===== src/rtl/if_pkg.sv =====
// if_pkg: shared constants, redirect encodings and FSM states for the fetch unit
package if_pkg;
  localparam logic [31:0] RESET_PC_DEF = 32'h0000_3000;
  localparam int IM_WORDS_DEF = 1024;
  localparam logic [1:0] RK_BRANCH = 2'b00;
  localparam logic [1:0] RK_JUMP = 2'b01;
  localparam logic [1:0] RK_REG = 2'b10;
  typedef enum logic [1:0] {S_RUN, S_HALTED, S_FAULT} state_e;
endpackage


===== src/rtl/if_next_pc.sv =====
// if_next_pc: selects the sequential or redirect next-PC and flags it illegal
module if_next_pc
  import if_pkg::*;
#(
  parameter logic [31:0] RESET_PC = RESET_PC_DEF,
  parameter int IM_WORDS = IM_WORDS_DEF
) (
  input  logic [31:0] pc,
  input  logic        redirect_valid,
  input  logic [1:0]  redirect_kind,
  input  logic [31:0] redirect_base,
  input  logic [25:0] redirect_imm,
  input  logic [31:0] redirect_reg,
  output logic [31:0] next_pc,
  output logic        illegal
);
  localparam logic [31:0] HI_PC = RESET_PC + 32'(IM_WORDS) * 32'd4 - 32'd4;
  logic [31:0] base4, br_tgt, jmp_tgt;
  always_comb begin
    base4 = redirect_base + 32'd4;
    br_tgt = base4 + {{14{redirect_imm[15]}}, redirect_imm[15:0], 2'b00};
    jmp_tgt = {base4[31:28], redirect_imm, 2'b00};
    next_pc = !redirect_valid ? pc + 32'd4 :
              redirect_kind == RK_BRANCH ? br_tgt :
              redirect_kind == RK_JUMP ? jmp_tgt : redirect_reg;
    illegal = (redirect_valid && redirect_kind == 2'b11) || next_pc[1:0] != 2'b00 ||
              next_pc < RESET_PC || next_pc > HI_PC;
  end
endmodule


===== src/rtl/if_fetch_unit.sv =====
// if_fetch_unit: PC register, IF/ID pipeline register and RUN/HALTED/FAULT control
module if_fetch_unit
  import if_pkg::*;
#(
  parameter logic [31:0] RESET_PC = RESET_PC_DEF,
  parameter int IM_WORDS = IM_WORDS_DEF,
  parameter int ADDR_W = 12
) (
  input  logic              clk,
  input  logic              rst_n,
  input  logic              stall,
  input  logic              redirect_valid,
  input  logic [1:0]        redirect_kind,
  input  logic [31:0]       redirect_base,
  input  logic [25:0]       redirect_imm,
  input  logic [31:0]       redirect_reg,
  input  logic              halt_req,
  output logic [ADDR_W-1:0] im_addr,
  input  logic [31:0]       im_data,
  output logic [31:0]       ifid_instr,
  output logic [31:0]       ifid_pc,
  output logic              ifid_valid,
  output logic [31:0]       pc,
  output logic              halted,
  output logic              fault
);
  state_e state_q, state_d;
  logic [31:0] pc_q, pc_d, instr_q, instr_d, ipc_q, ipc_d, npc;
  logic valid_q, valid_d, illegal;
  if_next_pc #(.RESET_PC(RESET_PC), .IM_WORDS(IM_WORDS)) u_npc (
    .pc(pc_q), .redirect_valid(redirect_valid), .redirect_kind(redirect_kind),
    .redirect_base(redirect_base), .redirect_imm(redirect_imm),
    .redirect_reg(redirect_reg), .next_pc(npc), .illegal(illegal)
  );
  always_comb begin
    state_d = state_q;
    pc_d = pc_q;
    instr_d = instr_q;
    ipc_d = ipc_q;
    valid_d = 1'b0;
    if (state_q == S_RUN) begin
      if (halt_req) state_d = S_HALTED;
      else if (redirect_valid) begin
        if (illegal) state_d = S_FAULT;
        else pc_d = npc;
      end else if (stall) valid_d = valid_q;
      else begin
        instr_d = im_data;
        ipc_d = pc_q;
        valid_d = 1'b1;
        if (illegal) state_d = S_FAULT;
        else pc_d = npc;
      end
    end
  end
  always_ff @(posedge clk or negedge rst_n) begin
    if (!rst_n) begin
      state_q <= S_RUN;
      pc_q <= RESET_PC;
      instr_q <= '0;
      ipc_q <= '0;
      valid_q <= 1'b0;
    end else begin
      state_q <= state_d;
      pc_q <= pc_d;
      instr_q <= instr_d;
      ipc_q <= ipc_d;
      valid_q <= valid_d;
    end
  end
  assign im_addr = pc_q[ADDR_W-1:0];
  assign pc = pc_q;
  assign ifid_instr = instr_q;
  assign ifid_pc = ipc_q;
  assign ifid_valid = valid_q;
  assign halted = state_q == S_HALTED;
  assign fault = state_q == S_FAULT;
endmodule


===== config.mk =====
export PLATFORM = sky130hd
export DESIGN_NAME = if_fetch_unit
export DESIGN_NICKNAME = d
export VERILOG_FILES = /design/src/rtl/if_pkg.sv /design/src/rtl/if_next_pc.sv /design/src/rtl/if_fetch_unit.sv
export SDC_FILE = /design/constraint.sdc
export NUM_CORES = 1
export LEC_CHECK = 0
export ABC_CLOCK_PERIOD_IN_PS = 3000
export BUFFER_PORTS_ARGS = -buffer_cell sky130_fd_sc_hd__buf_2
export CORE_UTILIZATION = 40
export CTS_BUF_LIST = sky130_fd_sc_hd__clkbuf_8 sky130_fd_sc_hd__clkbuf_16
export DETAILED_ROUTE_END_ITERATION = 7
export GPL_TIMING_DRIVEN = 0
export PLACE_DENSITY_LB_ADDON = 0.05
export RECOVER_POWER = 25
export SYNTH_ARGS = -nofsm -noshare
export SYNTH_HDL_FRONTEND = slang
export SYNTH_SLANG_ARGS = --single-unit

===== constraint.sdc =====
create_clock -name clk -period 3 [get_ports clk]
set_clock_uncertainty 0.1 [all_clocks]
set_input_delay 0.3 -clock clk [delete_from_list [all_inputs] [get_ports clk]]
set_output_delay 0.3 -clock clk [all_outputs]
set_load 0.02 [all_outputs]

==> results.md <==
* Num ports at 240
* Final period util at 134%
* # diodes at 0
* Nets@finish at 1315
* Largest net degree at the start of global routing at 72
* Setup Viol. Count Final at 33
* Status: finished, violations left
* Overall power at 3.44 mW
* Vias in the first global route at 7483
* Ys flop type: dfrtp_1
* Seq/Total Area, Yosys at 32.8%
* GRT overflow at 0
* Post-Synthesis Cell Area at 7560 µm²
* Library cells used by synthesis at 72
* Root Buffer: clkbuf_16
* Initial drt markers at 480
* Fin area at 10500 µm²
* Async set-reset flop share out of synthesis at 100%
* Initial Utilization at 41.5%
* WL/cell at 19.2 µm
* Most common library cells after synthesis: dfrtp_1 (97), nand2_1 (73), mux2_2 (64), nor2_1 (61), a21oi_1 (55)
* Avg Inst Size Synth at 8.95 µm²
* Yosys reg bits at 99
* CP max stage cell: or3_4
* Area share of the largest cell type after synthesis at 32.1%
* Die area at 19400 µm²
* Final GP Congestion at 0.913
* Maximum root-to-sink buffer count at 2
* Area Overhead vs Synth at 38.7%
* Most frequent cell after synthesis: dfrtp_1
* CP peak stage delay at 0.45 ns
* CP Cell Sequence: buf_8, nand4_1, or3_4, nor2_4, nand2_2, xnor2_2, ha_4, nand4_1, nor2_2, buf_4, nand3_1, o211ai_1, and4_4, nor4_4, nor4_4, buf_6, nand4_1, buf_4, nor3_4, a211oi_2
* Max-slew headroom at -35.8%
* CTS tree: yes
* Clk pin slew, worst setup/hold paths at 0.07 ns
* Share of cells above drive strength 1 at 41.7%
* Crit. End Element: flip-flop
* Routed vias/inst at 5.73
* Tmin final at 4.02 ns
* Global-route usage over all layers at 26.7%
* Cells after synthesis at 844
* Fmax at 0.249 GHz
* Final Max Slew Viols at 29
* Worst EP arrival at 4.16 ns
* Syn nets at 1006
* Startpoint Class: primary input
* Die Span X at 139 µm
* VDD IR max at 0.000256 V
* H-Tree Depth at 3
* Via count at 7946
* RSZ-0062 raised after global routing: true
* Layout Utilization at 57.6%
* DRC at 0
* Area leader, netlist: dfrtp_1
* Post-DP HPWL at 20300 µm
* Worst-Margin Slew at 2.04 ns
* Hold Path Class: in -> reg
* CTS buffer count at 9
* Final worst slack at -1.02 ns
* Placed Area at 9190 µm²
* Row count at 49
* 1st-pass router iterations at 5
* Most used cell, CP: nand4_1
* Maximum fanout along the worst path at 6
* Power per cell area at 328 nW/µm²
* Finished Layout Cells at 1387
* Post-route ant nets at 0
* Final hold violation count at 0
* Layout fillers at 1714
* Initial antenna violation count at 0
* Core area at 18200 µm²
* Leakage power at 4.89 nW
* First-pass GRT wire length at 40200 µm
* Routed WL at 26600 µm
* Clk sink count at 99
* IO buf count at 238
* Sequential cell area at 2480 µm²
* Max-Cap Viols at 1
* Die Y at 139 µm
* DP Cell Count at 1313
* Crit Path Class: in -> reg
* Worst skew pair latency at 0.35 ns
* Top cells by area, synth: dfrtp_1 (32%), mux2_2 (9.5%), ha_1 (5.3%)
* Warning count from the yosys run at 0
* Area of the multi-input gates at 5370 µm²
* Worst path required time at 3.13 ns
* Failing checks: capacitance limit, slew limit, setup timing
* Post-synth EDFFs at 0
## layer usage
layer | vias up | track usage, % | routed length (µm)
li1 | 3771 | - | -
met1 | 3774 | 35.3 | 11500
met2 | 346 | 42.0 | 12100
met3 | 55 | 5.92 | 2090
met4 | 0 | 10.9 | 906
met5 | - | 0 | 0
## area by class of cell
cell class              count  share of cell area, %
multi-input cells         683                   51.2
clock inverters             7                  0.573
flip-flops and latches     99                   23.7
repair buffers            301                   16.6
inverters                  14                  0.501
well taps                 229                   2.73
clock buffers               9                   2.15
plain buffers              45                   2.64
## per-stage QoR
step	hold slack [ns]	TNS, ns	setup slack, ns
global route	0.0635	-36.51	-1.13
CTS	0.0645	-28.92	-0.919
finish	0.0728	-32.51	-1.02
global placement	0.385	-140.83	-1.91
floorplan	-0.0956	-22.78	-0.753
detailed placement	0.196	-63.50	-1.83
## path summary, 6_finish.rpt
kind / cells after the start / end / slack, ns / startpoint
worst min register to register: 1 / ifid_instr[19] / 0.40 / ifid_instr[19]
worst max-delay path: 20 / pc[10] / -1.02 / redirect_base[7]
min in group asynchronous: 2 / ifid_instr[21] / 0.97 / rst_n
max in group asynchronous: 2 / pc[11] / 0.67 / rst_n
worst max register to register: 11 / pc[10] / -0.60 / pc[2]
worst min-delay path: 2 / ifid_instr[16] / 0.07 / im_data[16]
## state kept, by name, summed over array words and instances, names as in the netlist
register	count
state_q	2
pc	32
ifid_pc	32
ifid_instr	32
ifid_valid	1
## critical path: cells and delay by family
family / cells / cell delay (ns)
AOI/OAI and AO/OA: 2 / 0.48
and+or+nand+nor: 12 / 2.32
buffers and inverters: 4 / 0.57
xor gates and xnor gates: 1 / 0.16
adders and majority gates: 1 / 0.30
## logic make-up after synthesis
| family | after synthesis | synth area share (%) |
|---|---|---|
| AOI/OAI and AO/OA | 206 | 18.2 |
| xor gates and xnor gates | 57 | 6.61 |
| adders and majority gates | 33 | 5.56 |
| buffers and inverters | 63 | 4.09 |
| DFF | 99 | 32.8 |
| muxes | 73 | 10.7 |
| and+or+nand+nor | 313 | 22.0 |
## power breakdown
part           internal (mW)  switching (mW)
clock network          0.577           0.541
logic                  0.406           0.563
registers               1.34         0.00533
## what timing repair did
| action | in CTS | in global routing |
|---|---|---|
| resized for setup | 72 | 71 |
| cloned | 2 | 1 |
| endpoints found under the hold margin | 28 | 0 |
| setup buffers | 37 | 22 |
| pin swaps | 33 | 45 |
| hold buffers | 1 | 0 |
| endpoints found under the setup margin | 33 | 33 |
## placed cells by master (no fill, tap or decap), types with 7 or more instances in the layout
cell type  count
buf_2        193
dfrtp_1       97
nand2_1       70
buf_4         69
mux2_2        64
clkbuf_1      60
nor2_1        54
a21oi_1       41
xnor2_1       33
o21ai_0       30
nand4_1       27
nand3_1       23
ha_1          22
xor2_1        21
nor3_1        18
and2_4        16
inv_1         14
o211ai_1      14
a21oi_2       11
buf_6         11
and4_1         9
a21o_1         9
o21ai_1        9
mux2i_1        9
clkbuf_16      9
a31oi_1        8
and3_1         7
and2_1         7
Note: power is estimated with default switching activity, not from simulation.
